## config.mk

```make
export PLATFORM = sky130hd
export DESIGN_NAME = spi_xfer_engine
export DESIGN_NICKNAME = d
export VERILOG_FILES = /design/src/rtl/spi_xfer_engine.sv
export SDC_FILE = /design/constraint.sdc
export NUM_CORES = 1
export LEC_CHECK = 0
export ABC_AREA = 1
export ABC_CLOCK_PERIOD_IN_PS = 1400
export CORE_MARGIN = 2
export CORE_UTILIZATION = 51
export CTS_BUF_LIST = sky130_fd_sc_hd__clkbuf_2
export CTS_CLUSTER_DIAMETER = 80
export DETAILED_ROUTE_END_ITERATION = 6
export HOLD_SLACK_MARGIN = 0.02
export PLACE_DENSITY = 0.8
export SYNTH_ARGS = -nofsm -noshare
export SYNTH_HDL_FRONTEND = slang
export SYNTH_SLANG_ARGS = --single-unit
```

## constraint.sdc

```tcl
create_clock -name clk -period 1.4 [get_ports clk]
set_clock_uncertainty 0.1 [all_clocks]
set_input_delay 0.42 -clock clk [delete_from_list [all_inputs] [get_ports clk]]
set_output_delay 0.42 -clock clk [all_outputs]
set_load 0.1 [all_outputs]
```

## src/rtl/spi_xfer_engine.sv

```systemverilog
// SPI mode-3 master running one framed register transaction: header {rw, addr} then 1..2^LEN_W-1 data bytes.
// All outputs are registered; sclk half-period is CLK_DIV clk cycles, framed by tCSS / hold / CS-high gap.
module spi_xfer_engine #(
  parameter int CLK_DIV = 4,
  parameter int LEN_W   = 4
) (
  input  logic             clk,
  input  logic             rst,
  input  logic             start,
  input  logic             rw,
  input  logic [6:0]       addr,
  input  logic [LEN_W-1:0] len,
  input  logic [7:0]       tx_data,
  output logic             tx_ready,
  output logic [7:0]       rx_data,
  output logic             rx_valid,
  output logic             busy,
  output logic             done,
  output logic             cs_n,
  output logic             sclk,
  output logic             mosi,
  input  logic             miso
);

  generate
    if (CLK_DIV < 2 || CLK_DIV > 255) begin : g_bad_div
      $error("spi_xfer_engine: CLK_DIV must be in 2..255");
    end
  endgenerate

  localparam logic [7:0] DIV_LAST = 8'(CLK_DIV - 1);

  typedef enum logic [2:0] {
    IDLE  = 3'd0,
    SETUP = 3'd1,
    SHIFT = 3'd2,
    HOLD  = 3'd3,
    GAP   = 3'd4
  } state_t;

  state_t           state;
  state_t           state_nxt;

  logic [7:0]       div_cnt;
  logic [2:0]       bit_idx;
  logic [LEN_W-1:0] byte_idx;
  logic [LEN_W-1:0] n_lat;
  logic             rw_q;
  logic [6:0]       addr_q;
  logic [7:0]       tx_sh;
  logic [7:0]       rx_sh;
  logic             rx_pend;

  logic             cnt_last;
  logic             fall_evt;
  logic             rise_evt;
  logic             last_bit;

  // SETUP's terminal count produces the first falling edge, so both states share the edge logic.
  assign cnt_last = (div_cnt == DIV_LAST);
  assign fall_evt = cnt_last && ((state == SETUP) || (state == SHIFT && sclk));
  assign rise_evt = cnt_last && (state == SHIFT) && !sclk;
  assign last_bit = (bit_idx == 3'd7) && (byte_idx == n_lat);

  always_ff @(posedge clk) begin
    if (rst) begin
      state <= IDLE;
    end else begin
      state <= state_nxt;
    end
  end

  always_comb begin
    state_nxt = state;
    case (state)
      IDLE:    if (start && !busy)        state_nxt = SETUP;
      SETUP:   if (cnt_last)              state_nxt = SHIFT;
      SHIFT:   if (rise_evt && last_bit)  state_nxt = HOLD;
      HOLD:    if (cnt_last)              state_nxt = GAP;
      GAP:     if (cnt_last)              state_nxt = IDLE;
      default:                            state_nxt = IDLE;
    endcase
  end

  always_ff @(posedge clk) begin
    if (rst) begin
      cs_n     <= 1'b1;
      sclk     <= 1'b1;
      mosi     <= 1'b0;
      busy     <= 1'b0;
      done     <= 1'b0;
      tx_ready <= 1'b0;
      rx_valid <= 1'b0;
      rx_data  <= 8'h00;
      rx_pend  <= 1'b0;
      div_cnt  <= '0;
      bit_idx  <= '0;
      byte_idx <= '0;
      n_lat    <= '0;
      rw_q     <= 1'b0;
      addr_q   <= '0;
      tx_sh    <= '0;
      rx_sh    <= '0;
    end else begin
      done     <= 1'b0;
      tx_ready <= 1'b0;
      rx_valid <= rx_pend;
      rx_pend  <= 1'b0;
      if (rx_pend) begin
        rx_data <= rx_sh;
      end
      div_cnt <= (state == IDLE || cnt_last) ? 8'd0 : div_cnt + 8'd1;

      case (state)
        IDLE: begin
          if (start && !busy) begin
            rw_q     <= rw;
            addr_q   <= addr;
            n_lat    <= (len == '0) ? LEN_W'(1) : len;
            busy     <= 1'b1;
            cs_n     <= 1'b0;
            bit_idx  <= '0;
            byte_idx <= '0;
          end
        end

        SETUP, SHIFT: begin
          if (fall_evt) begin
            sclk <= 1'b0;
            if (bit_idx == 3'd0 && byte_idx == '0) begin
              mosi  <= rw_q;
              tx_sh <= {addr_q, 1'b0};
            end else if (bit_idx == 3'd0) begin
              // Data byte boundary: pop the FWFT word on writes, drive zeros on reads.
              if (!rw_q) begin
                mosi     <= tx_data[7];
                tx_sh    <= {tx_data[6:0], 1'b0};
                tx_ready <= 1'b1;
              end else begin
                mosi  <= 1'b0;
                tx_sh <= 8'h00;
              end
            end else begin
              mosi  <= tx_sh[7];
              tx_sh <= {tx_sh[6:0], 1'b0};
            end
          end
          if (rise_evt) begin
            sclk    <= 1'b1;
            rx_sh   <= {rx_sh[6:0], miso};
            bit_idx <= bit_idx + 3'd1;
            if (bit_idx == 3'd7) begin
              if (rw_q && byte_idx != '0) begin
                rx_pend <= 1'b1;
              end
              // Saturates on the last byte so the counter cannot wrap at max length.
              if (byte_idx != n_lat) begin
                byte_idx <= byte_idx + LEN_W'(1);
              end
            end
          end
        end

        HOLD: begin
          if (cnt_last) begin
            cs_n <= 1'b1;
            done <= 1'b1;
            mosi <= 1'b0;
          end
        end

        GAP: begin
          if (cnt_last) begin
            busy <= 1'b0;
          end
        end

        default: ;
      endcase
    end
  end

endmodule
```

==> impl_summary.txt <==
----------------------------------------------------
[Place]
  Hpwl dp ... a little over 5000 um
  Cell Count Post-Placement ... ~530
  Count of input and output buffers ... 38
  Final RePlAce weighted congestion ... 0.830

[Synthesis]
  Largest area contributor in the synthesized netlist ... sky130_fd_sc_hd__dfxtp_1
  Instance count of the mapped netlist ... 385
  Post-synthesis net count ... between 400 and 500
  Most used flip-flop cell after synthesis ... sky130_fd_sc_hd__dfxtp_1
  Number of register bits inferred by synthesis ... between 60 and 70
  Share of synthesized flip-flops with an asynchronous set or reset ... 0%
  Number of enable flip-flop cells after synthesis ... 0
  Share of the synthesized area in the top cell type ... a little over two fifths
  Post-synthesis area per instance ... about 7.2 um2
  Cell variety after synth ... 31
  Sequential element share of the synthesized area ... 44.0%
  YS warnings ... 0
  Post-synthesis instance area ... 0.00278 mm2
  Largest cells by area after synthesis ... sky130_fd_sc_hd__dfxtp_1, sky130_fd_sc_hd__nand2_1, sky130_fd_sc_hd__nor2_1

[Global routing]
  Wire length of the first global-routing pass ... 16300 um
  Met1 capacity usage during global routing ... about two fifths
  Maximum number of pins on one net before global-route repair ... 23
  Total Routing Usage GR ... around a third
  Number of antenna violations at the first check in global routing ... 0
  Remaining global-route overflow ... 0
  Routing layer with the top usage in global route ... met2
  Via count of the first global-routing pass ... around 3300
  Met3 Resource Use GR ... 10.1%
  Met2 usage ... a little under three fifths

[Power and ir drop]
  Total power ... 7.47 mW
  Worst vdd rail ir drop ... between 0.001 and 0.0015 V
  Total power per unit cell area ... between 1500 and 2000 mW/mm2
  Pleak ... 2.05 nW

[Timing]
  Setup repair after global routing missed its margin ... true
  Number of pins exceeding their max-slew limit in the final report ... 0
  Pin slew with the least headroom to its limit ... between 0.4 and 0.5 ns
  Hold violation total from the final report ... 0
  Tmin final ... around 1.8 ns
  Final cycle utilization of the critical path ... 127%
  Setup violations, final ... 48
  Fmax ... around 560 MHz
  Worst Setup Slack, final ... -0.373 ns
  Worst slew margin relative to its limit ... around 69%

[Setup path]
  Kind of cell adding the most delay to the critical path ... simple AND/OR/NAND/NOR gates
  Crit end category ... flop
  Critical path start-end classification ... reg2reg
  Required @ worst endpoint ... roughly 1.8 ns
  Worst Path Arrival ... around 2.2 ns
  Sum of buffers and inverters on the critical path ... 1
  Slowest stage cell, crit path ... sky130_fd_sc_hd__dfxtp_2
  Peak fanout along the critical path ... 3
  Maximum single-stage delay on the critical path ... 0.40 ns
  Sort of element at the start of the critical path ... flop
  Worst path cell trace ... buf_4 -> ha_1 -> ha_4 -> nand3_2 -> o21bai_1 -> nand2_2 -> nor2_4 -> nor2_2

[Cells and area]
  Most frequent cells in the layout ... sky130_fd_sc_hd__nand2_1, sky130_fd_sc_hd__nor2_1, sky130_fd_sc_hd__buf_4
  Most common library cell in the layout ignoring fill and taps ... sky130_fd_sc_hd__nand2_1
  Final Non-Filler Cells ... 577
  Area overhead of the layout relative to synthesis ... 70.3%
  Layout Utilization ... between 90% and 100%
  Final net count ... around 530
  Diodes inserted ... 0
  Share of layout cells above drive strength 1 ... between 40% and 50%

[Route]
  Vias after detailed routing ... roughly 3800
  Final wirelength ... about 14000 um
  Post-detailed-route via-to-cell ratio ... between 6 and 7
  Number of DRC violations after detailed routing ... 0
  Per-cell routed wire length ... 24.6 um
  Number of DRC markers in iteration 0 ... between 500 and 600
  First-pass iteration count of the detailed router ... 7
  Post-route antenna net violation count ... 0

[Min path]
  Hold WC Path Type ... reg2reg

[Clock network]
  CTS buffer count ... 9
  Clock transition time at the flip-flop clock pins of the worst setup and hold paths ... 0.22 ns
  Clock Path Buffers ... 2
  Clock Sink Count ... between 60 and 70
  Clk_lat worst skew ... 0.58 ns
  TritonCTS clock tree ... yes
  H-tree levels ... 3
  Clock root buffer ... sky130_fd_sc_hd__clkbuf_2

[Outcome]
  Violated checks ... negative setup slack
  Outcome ... complete, but fails checks

[Floorplan]
  Row count ... 26
  Area of the die ... approximately 0.006 mm2
  Starting density of the core ... 53.7%
  Area of the core ... ~0.0052 mm2
  Overall die width ... ~80 um
  Die extent in y ... 77.8 um
  Top-level port count ... 39

[Flow run]
  Number of max-cap violations ... 0

----------------------------------------------------
state kept, by name, indices dropped and copies added, names as in the netlist, 3 cells and up:
name,flops
rx_data,8
n_lat,4
state,3
tx_sh,7
byte_idx,4
div_cnt,8
addr_q,7
rx_sh,8
bit_idx,3
power by group:
part | internal [mW] | switching (mW) | total [mW]
Sequential | 1.96 | 0.235 | 2.20
Clock | 0.943 | 0.782 | 1.73
Combinational | 1.35 | 2.20 | 3.55
Total | 4.25 | 3.22 | 7.47
worst min-delay path, delay by kind of cell, from the launching register on:
kind / cells / cell delay [ns]
AOI/OAI and AO/OA: 1 / 0.05
buffers and inverters: 1 / 0.06
DFF: 1 / 0.36
metrics by stage:
step | setup TNS [ns] | setup WS, ns | cell area, um2 | hold WS [ns]
final | -11.07 | -0.373 | 4730 | 0.391
after CTS | -5.09 | -0.230 | 4320 | 0.387
after global routing | -12.79 | -0.436 | 4730 | 0.398
after global placement | -14.16 | -0.351 | 3780 | 0.360
after floorplan | 0 | 0.00136 | 2830 | 0.296
after detailed placement | -15.06 | -0.423 | 3780 | 0.366
cell type report:
type | instances | area [um2]
Multi-Input combinational cell | 282 | 1850
Sequential cell | 61 | 1270
Timing Repair Buffer | 110 | 1180
Fill cell | 171 | 443
Inverter | 38 | 163
Clock inverter | 7 | 136
Tap cell | 70 | 87.6
Clock buffer | 9 | 45.0
final timing paths:
path                                         startpoint               endpoint  slack [ns]  cells past startpoint
worst min-delay path              n_lat[2]$_SDFFE_PP0P_  n_lat[2]$_SDFFE_PP0P_        0.39                      2
worst min register to register    n_lat[2]$_SDFFE_PP0P_  n_lat[2]$_SDFFE_PP0P_        0.39                      2
worst max-delay path            bit_idx[0]$_SDFFE_PP0P_  state[1]$_SDFFE_PP0P_       -0.37                      8
worst max register to register  bit_idx[0]$_SDFFE_PP0P_  state[1]$_SDFFE_PP0P_       -0.37                      8
cell families after synthesis:
kind of cell	synth area share, %
compound gates	13.0
xor+xnor	0.631
fa+ha+maj	2.70
buf+inv	6.40
flops	44.0
simple gates	33.3
what timing repair did:
item                                    CTS  global route
pin swaps                                19            40
gates resized for setup                  72            94
gates cloned                              2             1
endpoints found under the setup margin   56            65
hold buffers                              0             0
setup buffers                            15            15
cells in the mapped netlist, types with 4 or more instances:
master,instances
sky130_fd_sc_hd__a21oi_1,19
sky130_fd_sc_hd__a21oi_2,5
sky130_fd_sc_hd__dfxtp_1,61
sky130_fd_sc_hd__ha_1,6
sky130_fd_sc_hd__inv_1,28
sky130_fd_sc_hd__inv_2,6
sky130_fd_sc_hd__nand2_1,81
sky130_fd_sc_hd__nand3_1,22
sky130_fd_sc_hd__nand4_1,4
sky130_fd_sc_hd__nor2_1,75
sky130_fd_sc_hd__nor2_2,4
sky130_fd_sc_hd__nor3_1,4
sky130_fd_sc_hd__o21ai_0,35
per-layer routing:
metal / share of wire, % / wire length [um] / up-vias
met4: 9.2 / 1300 / 0
met1: 34 / 4890 / 1733
met5: 0 / 0 / -
met2: 45 / 6350 / 409
met3: 12 / 1650 / 167
li1: - / - / 1485
(Power assumes the default switching activity.)
==> edit 1 (same settings) <==
Make the reset (`rst`) asynchronous in 2 clocked blocks.
--- a/src/rtl/spi_xfer_engine.sv
+++ b/src/rtl/spi_xfer_engine.sv
@@ -63,5 +63,5 @@
   assign last_bit = (bit_idx == 3'd7) && (byte_idx == n_lat);
 
-  always_ff @(posedge clk) begin
+  always_ff @(posedge clk or posedge rst) begin
     if (rst) begin
       state <= IDLE;
@@ -83,5 +83,5 @@
   end
 
-  always_ff @(posedge clk) begin
+  always_ff @(posedge clk or posedge rst) begin
     if (rst) begin
       cs_n     <= 1'b1;
Function: differs if rst is asserted again (counterexample within 4 cycles, from zero or initial values and one cycle with rst high); with rst held inactive, the same outputs for 10 cycles.
==> edit 1 against the original RTL <==
The run still ends with setup timing left. Setup slack got worse by 0.15 ns. Non-clock buffer count rose by 5. Sequential cell count did not move. Routed wire length fell by 8.0%. Area after synthesis rose by 4.3%. Critical path depth fell by 7. Cell area rose by 9.8%. Power rose by 48%.
==> edit 1: results <==
export IMPL_setup_ws_ns=-0.528
export IMPL_setup_viol=67
export IMPL_yosys_cell_types_count=33
export IMPL_violations="setup timing"
export IMPL_dpl_cell_count=482
export IMPL_p_leak_nw=2.41
export IMPL_synth_common_cells="117 x nand2_1, 59 x dfrtp_1, 31 x inv_1"
export IMPL_synth_nets=365
export IMPL_ys_seq_area_share_pct=52.8
export IMPL_wl_per_cell_um=24.3
export IMPL_ys_flop_type="dfrtp_1"
export IMPL_layout_nets=491
export IMPL_crit_arrival_ns=1.41
export IMPL_fill_cells=161
export IMPL_gp_congestion=0.829
export IMPL_peakVddDrop_mv=1.67
export IMPL_clk_pin_slew_worst_paths_ns=0.20
export IMPL_post_dp_hpwl_um=4570
export IMPL_grt_pass1_wl_um=14100
export IMPL_drt_pass1_iter_count=5
export IMPL_synthXorXnorAreaFrac_pct=0.302
export IMPL_async_reset_ff_share_pct=100
export IMPL_rrSetupSlack_ns=-0.31
export IMPL_muxShareOfSynthArea_pct=0.389
export IMPL_fin_hold_ws_ns=0.160
export IMPL_final_cells=538
export IMPL_slew_headroom_pct=73.6
export IMPL_synthTopCellsByArea="dfrtp_1 51%, nand2_1 15%, inv_1 4.0%, nand3_1 3.6%, nor2_1 3.4%"
export IMPL_path_max_fanout=2
export IMPL_status="finished, violations left"
export IMPL_synth_compound_area_share_pct=7.30
export IMPL_critPathCapture="sclk"
export IMPL_path_delay_family="flip-flops"
export IMPL_cp_slowest_cell="dfstp_4"
export IMPL_clk_latency_ns=0.54
export IMPL_grt_pass1_vias=2888
export IMPL_grt_max_degree=36
export IMPL_r2r_start="div_cnt[1]$_DFF_PP0_"
export IMPL_place_ws_ns=-0.382
export IMPL_crit_path_start="sclk$_DFFE_PP1P_"
## edit 1: cell types whose count changed in the layout (fill, tap and decap cells not counted), sizes merged, moves of 5 or more
cell,unedited run,this run
a21oi,24,11
buf,87,92
dfrtp,0,59
dfxtp,61,0
nand2,89,126
nor2,82,32
o21ai,37,20
## edit 1: cell type report
| cell class | instances | area share, % |
|---|---|---|
| multi-input combinational | 236 | 37.1 |
| sequential | 61 | 29.9 |
| timing repair buffer | 115 | 25.0 |
| inverter | 35 | 3.04 |
| tap | 72 | 1.74 |
| clock inverter | 6 | 1.49 |
| clock buffer | 10 | 0.964 |
| timing repair inverter | 3 | 0.747 |
## edit 1: worst reg2reg max path, delay by kind of cell (launching register included)
kind	cells	cell delay [ns]
AND/OR/NAND/NOR	6	0.67
flip-flops	1	0.47
AO/OA/AOI/OAI	1	0.05
adder cells (fa/ha/maj)	1	0.19
buffers and inverters	1	0.14
## edit 1: per-stage QoR
| stage | power, mW | instance area [um^2] | TNS, ns |
|---|---|---|---|
| floorplan | 4.96 | 2960 | -1.23 |
| global placement | 6.34 | 3890 | -7.65 |
| detailed placement | 6.53 | 3890 | -9.04 |
| CTS | 8.92 | 4550 | -6.14 |
| global route | 11.3 | 5190 | -15.68 |
| finish | 11.1 | 5190 | -14.44 |
## edit 1: power by group
part	switching [mW]	internal, mW
sequential	0.604	2.32
combinational	3.97	2.87
clock	0.740	0.582
total	5.31	5.77
## edit 1: timing repair
action / 4_1_cts / 5_1_grt
resized for setup: 93 / 128
buffers inserted: 18 / 19
hold buffers: 0 / 0
pin swaps: 21 / 46
setup endpoints to repair: 52 / 67
gates cloned: 3 / 3
## edit 1: metal layers
layer / global-route usage, % / up-vias
li1: - / 1328
met1: 35.7 / 1602
met2: 49.5 / 278
met3: 6.02 / 107
met4: 17.2 / 0
met5: 0 / -
==> edit 2 (same flow settings) <==
Made on the original files. Change the parameter `LEN_W` from 4 to 8.
--- a/src/rtl/spi_xfer_engine.sv
+++ b/src/rtl/spi_xfer_engine.sv
@@ -3,5 +3,5 @@
 module spi_xfer_engine #(
   parameter int CLK_DIV = 4,
-  parameter int LEN_W   = 4
+  parameter int LEN_W   = 8
 ) (
   input  logic             clk,
Interface: changed (resized len); port bits go from 39 to 43. The function was not compared with the original's and may differ.
==> edit 2 against the original RTL <==
The flow still finishes with violations (setup timing). Cell area up 26%. Die area up 19%. Critical path type unchanged. Sequential power up 17%. Area after synthesis up 20%. Power up 20%. Setup slack worse by 0.11 ns. Sequential cell count up 8. Combinational power up 43%. Non-clock buffer count up 22. Routed wire length up 19%. Via count up 17%.
==> edit 2: results <==
export IMPL_status="finished, violations left"
export IMPL_violations="setup timing"
export IMPL_p_leak_nw=2.44
export IMPL_drive_above_1_share_pct=56.0
export IMPL_vias=4442
export IMPL_dpl_cell_count=629
export IMPL_setup_viol=74
export IMPL_multi_input_area_share_pct=42.9
export IMPL_setup_ws_ns=-0.482
export IMPL_signal_buffers=132
export IMPL_drt_iter0_drc=571
export IMPL_synth_adder_area_share_pct=2.26
export IMPL_place_area_mm2=0.00439
export IMPL_synth_nets=505
export IMPL_place_ws_ns=-0.518
export IMPL_synth_seq_cells=69
export IMPL_cp_slowest_cell="dfxtp_1"
export IMPL_synthXorXnorAreaFrac_pct=1.05
export IMPL_timing_setup_tns_ns=-14.94
export IMPL_layout_nets=642
export IMPL_synthTopCellsByArea="dfxtp_1 42%, nand2_1 12%, nor2_1 9.0%, o21ai_0 5.3%, inv_1 4.9%"
export IMPL_path_max_fanout=6
export IMPL_post_dp_hpwl_um=6150
export IMPL_hp_class="input pin to flop"
export IMPL_peakVddDrop_mv=1.19
export IMPL_p_clk_mw=1.32
export IMPL_seqPwrFrac_pct=28.8
export IMPL_synth_area_per_cell_um2=7.06
export IMPL_cp_slowest_stage_delay_ns=0.54
export IMPL_final_cell_area_mm2=0.00594
export IMPL_ys_seq_area_share_pct=41.5
export IMPL_grt_pass1_vias=3774
export IMPL_grt_total_usage_pct=30.6
export IMPL_critPathCapture="state[0]$_SDFFE_PP0P_"
export IMPL_yosys_cell_types_count=37
export IMPL_comb_multi_input_count=344
export IMPL_final_clk_cell_share_pct=2.00
export IMPL_synth_common_cells="106 x nand2_1, 80 x nor2_1, 69 x dfxtp_1"
export IMPL_r2r_start="n_lat[5]$_SDFFE_PP0P_"
export IMPL_cts_setup_buffers=14
export IMPL_p_clk_share_pct=14.8
export IMPL_p_int_mw=4.76
export IMPL_rr_worst_depth=11
export IMPL_slew_headroom_pct=59.9
export IMPL_inverters_excl_clock=52
export IMPL_grt_max_degree=17
export IMPL_cts_repair_resized=104
export IMPL_grt_pass1_wl_um=17600
export IMPL_final_cells=690
export IMPL_portBuffers=42
export IMPL_routed_wl_um=16800
export IMPL_sh_seq_area_pct=24.6
edit 2: routing by layer:
metal,GRT usage (%),part of all wire [%]
met5,0,0
met4,16.7,8.6
met3,8.55,11
met2,50.2,46
met1,36.0,35
edit 2: how the worst min path moves through the flow:
stage / from / endpoint / slack [ns] / depth (start not counted)
4_1_cts: tx_data[4] / tx_sh[5]$_SDFFE_PP0P_ / 0.36 / 3
3_3_place_gp: n_lat[6]$_SDFFE_PP0P_ / n_lat[6]$_SDFFE_PP0P_ / 0.36 / 2
3_5_place_dp: n_lat[6]$_SDFFE_PP0P_ / n_lat[6]$_SDFFE_PP0P_ / 0.37 / 2
2_1_floorplan: div_cnt[0]$_SDFF_PP0_ / div_cnt[0]$_SDFF_PP0_ / 0.33 / 1
5_1_grt: tx_data[1] / tx_sh[2]$_SDFFE_PP0P_ / 0.32 / 3
6_report: tx_data[1] / tx_sh[2]$_SDFFE_PP0P_ / 0.35 / 3
